<file path="src/rtl/blink_sched.sv">
// LED pattern step scheduler: a prescaled base tick drives a speed-selectable step
// counter through three fixed-length patterns, with run/pause/demo control.
module blink_sched #(
    parameter int TICK_DIV   = 8388608,
    parameter int DEMO_STEPS = 12
) (
    input  logic       clk,
    input  logic       rst,
    input  logic       mode_p,
    input  logic       run_p,
    input  logic       demo,
    input  logic [1:0] speed,
    output logic [1:0] pat,
    output logic [2:0] step,
    output logic       step_en,
    output logic       running,
    output logic [1:0] state
);

    localparam logic [1:0] S_IDLE  = 2'd0;
    localparam logic [1:0] S_RUN   = 2'd1;
    localparam logic [1:0] S_PAUSE = 2'd2;
    localparam logic [1:0] S_DEMO  = 2'd3;

    localparam int PW = $clog2(TICK_DIV);
    localparam int DW = $clog2(DEMO_STEPS + 1);
    localparam logic [PW-1:0] PRESC_LAST = PW'(TICK_DIV - 1);
    localparam logic [DW-1:0] DEMO_LAST  = DW'(DEMO_STEPS - 1);

    logic [PW-1:0] presc;
    logic [2:0]    sub;
    logic [DW-1:0] demo_cnt;

    logic       active;
    logic       base_tick;
    logic       step_evt;
    logic       demo_adv;
    logic       pat_adv;
    logic [2:0] sub_lim;
    logic [2:0] step_last;
    logic [1:0] next_state;

    always_comb begin
        active    = (state == S_RUN) || (state == S_DEMO);
        base_tick = active && (presc == PRESC_LAST);
        case (speed)
            2'd0:    sub_lim = 3'd0;
            2'd1:    sub_lim = 3'd1;
            2'd2:    sub_lim = 3'd3;
            default: sub_lim = 3'd7;
        endcase
        // Greater-or-equal lets a lowered speed setting step on the very next base tick.
        step_evt  = base_tick && (sub >= sub_lim);
        demo_adv  = step_evt && (state == S_DEMO) && (demo_cnt == DEMO_LAST);
        pat_adv   = mode_p || demo_adv;
        step_last = (pat == 2'd0) ? 3'd5 : 3'd3;

        next_state = state;
        case (state)
            S_IDLE, S_PAUSE: if (run_p) next_state = demo ? S_DEMO : S_RUN;
            S_RUN: begin
                if (run_p)     next_state = S_PAUSE;
                else if (demo) next_state = S_DEMO;
            end
            default: begin
                if (run_p)      next_state = S_PAUSE;
                else if (!demo) next_state = S_RUN;
            end
        endcase
    end

    always_ff @(posedge clk) begin
        if (rst) begin
            state    <= S_IDLE;
            running  <= 1'b0;
            pat      <= 2'd0;
            step     <= 3'd0;
            step_en  <= 1'b0;
            presc    <= '0;
            sub      <= 3'd0;
            demo_cnt <= '0;
        end else begin
            state   <= next_state;
            running <= (next_state == S_RUN) || (next_state == S_DEMO);
            step_en <= 1'b0;
            // A pattern advance overrides any step event landing in the same cycle.
            if (pat_adv) begin
                pat      <= (pat == 2'd2) ? 2'd0 : pat + 2'd1;
                step     <= 3'd0;
                presc    <= '0;
                sub      <= 3'd0;
                demo_cnt <= '0;
            end else if (active) begin
                presc <= base_tick ? '0 : presc + 1'b1;
                if (step_evt) begin
                    sub     <= 3'd0;
                    step    <= (step == step_last) ? 3'd0 : step + 3'd1;
                    step_en <= 1'b1;
                    if (state == S_DEMO) demo_cnt <= demo_cnt + 1'b1;
                end else if (base_tick) begin
                    sub <= sub + 3'd1;
                end
            end
        end
    end

endmodule

</file>
<file path="config.mk">
export PLATFORM = sky130hd
export DESIGN_NAME = blink_sched
export DESIGN_NICKNAME = d
export VERILOG_FILES = /design/src/rtl/blink_sched.sv
export SDC_FILE = /design/constraint.sdc
export NUM_CORES = 1
export LEC_CHECK = 0
export ABC_AREA = 1
export CORE_UTILIZATION = 55
export CTS_CLUSTER_DIAMETER = 50
export DETAILED_ROUTE_END_ITERATION = 8
export PLACE_DENSITY = 0.76
export SLEW_MARGIN = 20
export SYNTH_ARGS = -nofsm -noshare
export SYNTH_HDL_FRONTEND = slang
export SYNTH_SLANG_ARGS = --single-unit
</file>
<file path="constraint.sdc">
create_clock -name clk -period 4.94 [get_ports clk]
set_input_delay 0.988 -clock clk [delete_from_list [all_inputs] [get_ports clk]]
set_output_delay 0.988 -clock clk [all_outputs]
set_load 0.02 [all_outputs]
</file>
==> results of run 1 <==
==> stage by stage <==
step | power (mW) | setup slack [ns] | instances | cell area [um^2] | hold slack (ns)
6_report | 0.572 | 2.14 | 366 | 2400 | 0.488
5_1_grt | 0.593 | 1.97 | 366 | 2400 | 0.529
4_1_cts | 0.580 | 2.15 | 366 | 2400 | 0.493
3_5_place_dp | 0.370 | 1.84 | 358 | 2320 | 0.480
3_3_place_gp | 0.369 | 1.91 | 358 | 2320 | 0.466
2_1_floorplan | 0.355 | 2.49 | 299 | 2140 | 0.452
==> state kept, by name (all words and copies together), names as in the netlist <==
register,count
demo_cnt,4
pat,2
presc,23
running,1
state,2
step,3
step_en,1
sub,3
==> how the worst max path moves through the flow <==
stage               cells after the start     endpoint     start  slack [ns]
floorplan                               9  demo_cnt[2]  speed[0]        2.49
global placement                        8       sub[2]  speed[1]        1.91
detailed placement                      8  demo_cnt[1]  speed[1]        1.84
CTS                                     8  demo_cnt[1]  speed[1]        2.15
global route                            8    presc[11]  speed[1]        1.97
finish                                  8  demo_cnt[1]  speed[1]        2.14
==> final cells by class <==
type	count	area (um^2)	share of cell area, %
Multi-Input combinational cell	224	1210	50.3
Clock inverter	2	12.5	0.520
Clock buffer	6	72.6	3.02
Inverter	32	120	4.99
Sequential cell	39	781	32.5
Tap cell	48	60.1	2.50
Timing Repair Buffer	15	150	6.24
==> per-layer routing <==
layer  GRT usage (%)  up-vias  share of wire (%)
met5               0        -                  0
met3            4.11        5                2.8
met1            27.3      816                 50
li1                -      995                  -
met4            8.06        0                1.1
met2            37.6       27                 46
==> worst max-delay path, delay by kind of cell <==
kind,cells,cell delay (ns)
AO/OA/AOI/OAI,1,0.22
AND/OR/NAND/NOR,5,1.09
adder cells (fa/ha/maj),1,0.27
buffers and inverters,1,0.44
==> cells by family after synthesis <==
logic type	count (synthesis)	synth area share (%)
simple gates	176	39.2
flops	39	36.5
buf+inv	36	7.07
compound gates	26	7.07
xor+xnor	15	6.14
fa+ha+maj	7	4.09
==> placed cells by master, fill, tap and decap left out, types with 2 or more instances in the layout <==
cell type and n:
ha_1 7, nor2_1 55, nand2_2 4, clkdlybuf4s50_1 15, a31o_2 2, clkbuf_8 5, dfxtp_1 39, nand3_1 16
o22ai_1 2, nor2_2 7, inv_2 2, or2_2 3, nor2_4 4, nand4_1 9, o21ai_0 5, xor2_1 11
nor3_1 5, xnor2_1 4, a21oi_1 14, inv_1 30, nand2_1 66
==> power breakdown <==
part / internal, mW / total (mW) / switching [mW]
combinational: 0.0162 / 0.0401 / 0.0239
clock: 0.0987 / 0.210 / 0.111
sequential: 0.318 / 0.322 / 0.00425
==> cells in the mapped netlist <==
library cell,n
xnor2_1,4
nor2_2,7
a31o_2,2
a21oi_1,14
nand2_1,66
nand3_4,1
nand3b_1,1
nand3_2,1
nor3_4,1
dfxtp_1,39
o21ai_0,5
nor2_1,55
nor3_1,5
nand3_1,16
nand2_2,4
buf_2,1
nand4_4,1
nor2_4,4
inv_2,2
inv_1,30
clkbuf_1,1
a22oi_1,1
xor2_1,11
or2_2,3
o22ai_1,2
nand4_1,9
ha_1,7
and3_1,1
buf_6,2
a21o_1,1
nand2_4,1
o221a_2,1
==> metrics.txt, run 1 <==
Tcrit/Tclk final=56.7%; r2r startpoint=state[0]; die width=between 60 and 70 um; Critical Path RT=5.16 ns; Vias=around 1.8k; count of final hold-check violations=0; cells along the critical path=clkdlybuf4s50_1 > or2_2 > ha_1 > nand3_1 > nand3_1 > nand4_4 > nand3_4 > a21oi_1; number of clock buffers inserted by TritonCTS=5; Mapped Area=between 2000 and 2500 um^2; pwr/cell area=238 nW/um^2; fin nets=between 300 and 400; CP startpoint kind=input port; Synth Net Count=about 310; DPL Wire Length=2.99 mm; Critical R2R Capture=presc[18]; Area Growth Syn to Fin=12.3%; port buffer count=15; Max Freq=between 300 and 400 MHz; DR iter-0 viols=65; most used cell, CP=nand3_1; crit path capture type=register; Filler cells=326; outcome=finished clean; Core Util, Final=65.2%; total setup buffers inserted after CTS=0; Routed Antenna Nets=0; crit path DAT=just over 3 ns; die area=4150 um^2; #FFs+latches synth=39; IO Pins=16; Hold WC Path Type=reg2reg; Final Max Tran Viols=0; Least-Margin Pin Slew=0.419 ns; Mapped Avg Cell Area=about 7 um^2; # Max-Cap Violations=0; Diodes inserted=0; fraction of layout cells with a size suffix above 1=11.0%; sequential fraction of the synthesis area=36.5%; CP max stage delay=0.44 ns; total gr overflow=0; Final min period=2.80 ns; clk sinks=39; critical path class=in2reg; ranking of synthesized cells by area=dfxtp_1 (36%), nand2_1 (12%), nor2_1 (9.6%); CTS tree=built; Leakage=0.908 nW; routed wire length=~4.1 mm; Post-Synthesis Cells=299; initial cell density of the core=between 50% and 60%; Synth top area share=between 30% and 40%; clock-pin slew on the worst setup and hold paths=0.08 ns; peak supply drop=0.140 mV; hold path cells=2; final setup violation count=0; root buffer cell=clkbuf_8; first-pass GRT wire length=7.14 mm; CP max-delay cell=clkdlybuf4s50_1; first drt pass iteration count=4; chip height=64.4 um; H-tree levels=2; clk_lat worst skew=0.29 ns; vias in the first global route=1677; Via density=5.04; critical hold path startpoint=demo_cnt[1]; Synth Warn #=0; clock skew=0.00783 ns; CTS Hold Buffers Added=0; RSZ-0062 raised after global routing=no; Synth area leader=dfxtp_1; R2R depth=7; number of cell rows=22; post-CTS resize count=0; Crit Path Max Fanout=28; CTS max path bufs=2; # DRC=0; initial antenna violation count=0; setup_tns=0 ns; Hold Path Sink=demo_cnt[1]; GP Congestion=0.793; area of the core=3690 um^2; largest net degree at the start of global routing=29; Total GRT Usage=22.0%; Max-slew headroom=71.8%; R2R setup slack=roughly 2.9 ns; post-DR wirelength/cell=11.2 um; Netlist cell types=32
Power figures use the tool's default switching activity.
==> run 2: changes to the inputs <==
--- a/config.mk
+++ b/config.mk
@@ -6,10 +6,10 @@
 export NUM_CORES = 1
 export LEC_CHECK = 0
 export ABC_AREA = 1
-export CORE_UTILIZATION = 55
+export CORE_UTILIZATION = 52
 export CTS_CLUSTER_DIAMETER = 50
 export DETAILED_ROUTE_END_ITERATION = 8
-export PLACE_DENSITY = 0.76
+export PLACE_DENSITY = 0.75
 export SLEW_MARGIN = 20
 export SYNTH_ARGS = -nofsm -noshare
 export SYNTH_HDL_FRONTEND = slang
==> constraint.sdc (replaced) <==
create_clock -name clk -period 2.43 [get_ports clk]
set_input_delay 0.486 -clock clk [delete_from_list [all_inputs] [get_ports clk]]
set_output_delay 0.486 -clock clk [all_outputs]
set_load 0.02 [all_outputs]
==> metrics.txt, run 2 (synthesis gave the netlist of run 1 again) <==
outcome=finished clean; top flop regs=presc (23), demo_cnt (4); largest net degree at the start of global routing=29; wire length on met3=166 um; DR iter-0 viols=87; GP Congestion=0.806; R2R depth=9; initial antenna violation count=0; Max Freq=452 MHz; area of the core=3800 um^2; first drt pass iteration count=4; DPL Wire Length=~3.1 mm; Total GRT Usage=22.7%; first-pass GRT wire length=between 7 and 8 mm; commonest cells after routing, fill and taps aside=nand2_1 (66), nor2_1 (55), dfxtp_1 (39); Diodes inserted=0; Tcrit/Tclk final=91.1%; Final min period=2.21 ns; DP Area=2380 um^2; Fin Hold WS=just under 0.5 ns; CTS max path bufs=2; max reg flops=23; Leakage=0.947 nW; Cells after DPL=365; number of cell rows=22; final non-filler cell total=between 300 and 400; R2R setup slack=0.71 ns; Routed Antenna Nets=0; fin nets=338; clk_lat worst skew=0.30 ns; count of final hold-check violations=0; Critical Path RT=2.63 ns; Crit Path Max Fanout=5; # Max-Cap Violations=0; Least-Margin Pin Slew=between 0.4 and 0.5 ns; CTS Hold Buffers Added=0; IO Pins=16; number of clock buffers inserted by TritonCTS=5; # DRC=0; root buffer cell=clkbuf_8; CP startpoint kind=input port; fin area=2470 um^2; Pwr Total=1.18 mW; Via density=about 5.1; peak supply drop=0.438 mV; post-route setup slack=around 0.22 ns; routed wire length=between 4 and 5 mm; post-CTS resize count=0; CTS tree=built; final setup violation count=0; crit path capture type=register; fraction of layout cells with a size suffix above 1=12.6%; die width=66.2 um; Final Max Tran Viols=0; chip height=66.2 um; vias in the first global route=1666; pre-CTS setup slack=-0.0901 ns; WL met2=approximately 1.9 mm; pwr/cell area=between 400 and 500 nW/um^2; die area=4380 um^2; Core Util, Final=between 60 and 70%; RSZ-0062 raised after global routing=no; Max Used Layer=met4; Vias=1902; hold path cells=2; DRT met1 WL=between 2 and 2.5 mm; Largest Register=presc; Area Growth Syn to Fin=15.2%; setup_tns=0 ns; H-tree levels=2; post-DR wirelength/cell=11.4 um; clk sinks=39; crit path DAT=2.41 ns; critical path class=in2reg; initial cell density of the core=56.4%; Hold WC Path Type=reg2reg; total setup buffers inserted after CTS=0; port buffer count=15; commonest non-fill, non-tap cell in the layout=nand2_1; clock skew=slightly above 0.002 ns; Max-slew headroom=about 70%; clock-pin slew on the worst setup and hold paths=roughly 0.070 ns; total gr overflow=0
==> run 2: layout make-up <==
class                           count  area [um^2]
Clock buffer                        7         76.3
Clock inverter                      1         5.00
Fill cell                         363         1330
Inverter                           32          120
Multi-Input combinational cell    224         1210
Sequential cell                    39          781
Tap cell                           48         60.1
Timing Repair Buffer               22          215
==> run 2: metal layers <==
metal	track usage (%)	vias to the layer above
met5	0	-
met4	8.78	0
met3	6.38	5
met2	36.0	25
met1	29.0	866
li1	-	1006
==> run 2: worst paths after layout <==
path | start | to
setup reg to reg | state[0] | step[2]
hold reg to reg | demo_cnt[1] | demo_cnt[1]
setup / recovery | speed[1] | demo_cnt[2]
hold / removal | demo_cnt[1] | demo_cnt[1]
==> run 2: power by group <==
part	internal, mW	leakage, nW	switching (mW)
Sequential	0.646	0.315	0.00514
Clock	0.201	0.0422	0.226
Combinational	0.0431	0.589	0.0557
Total	0.891	0.947	0.287
==> run 2: worst max-delay path, cell delays in order <==
cell and delay [ns]:
clkdlybuf4s50_1 0.43, or2_2 0.29, ha_1 0.28, nand3_1 0.07
nand3_1 0.18, inv_1 0.18, nor3_4 0.27, nand3_1 0.11
nand2_1 0.10, nor2_2 0.03
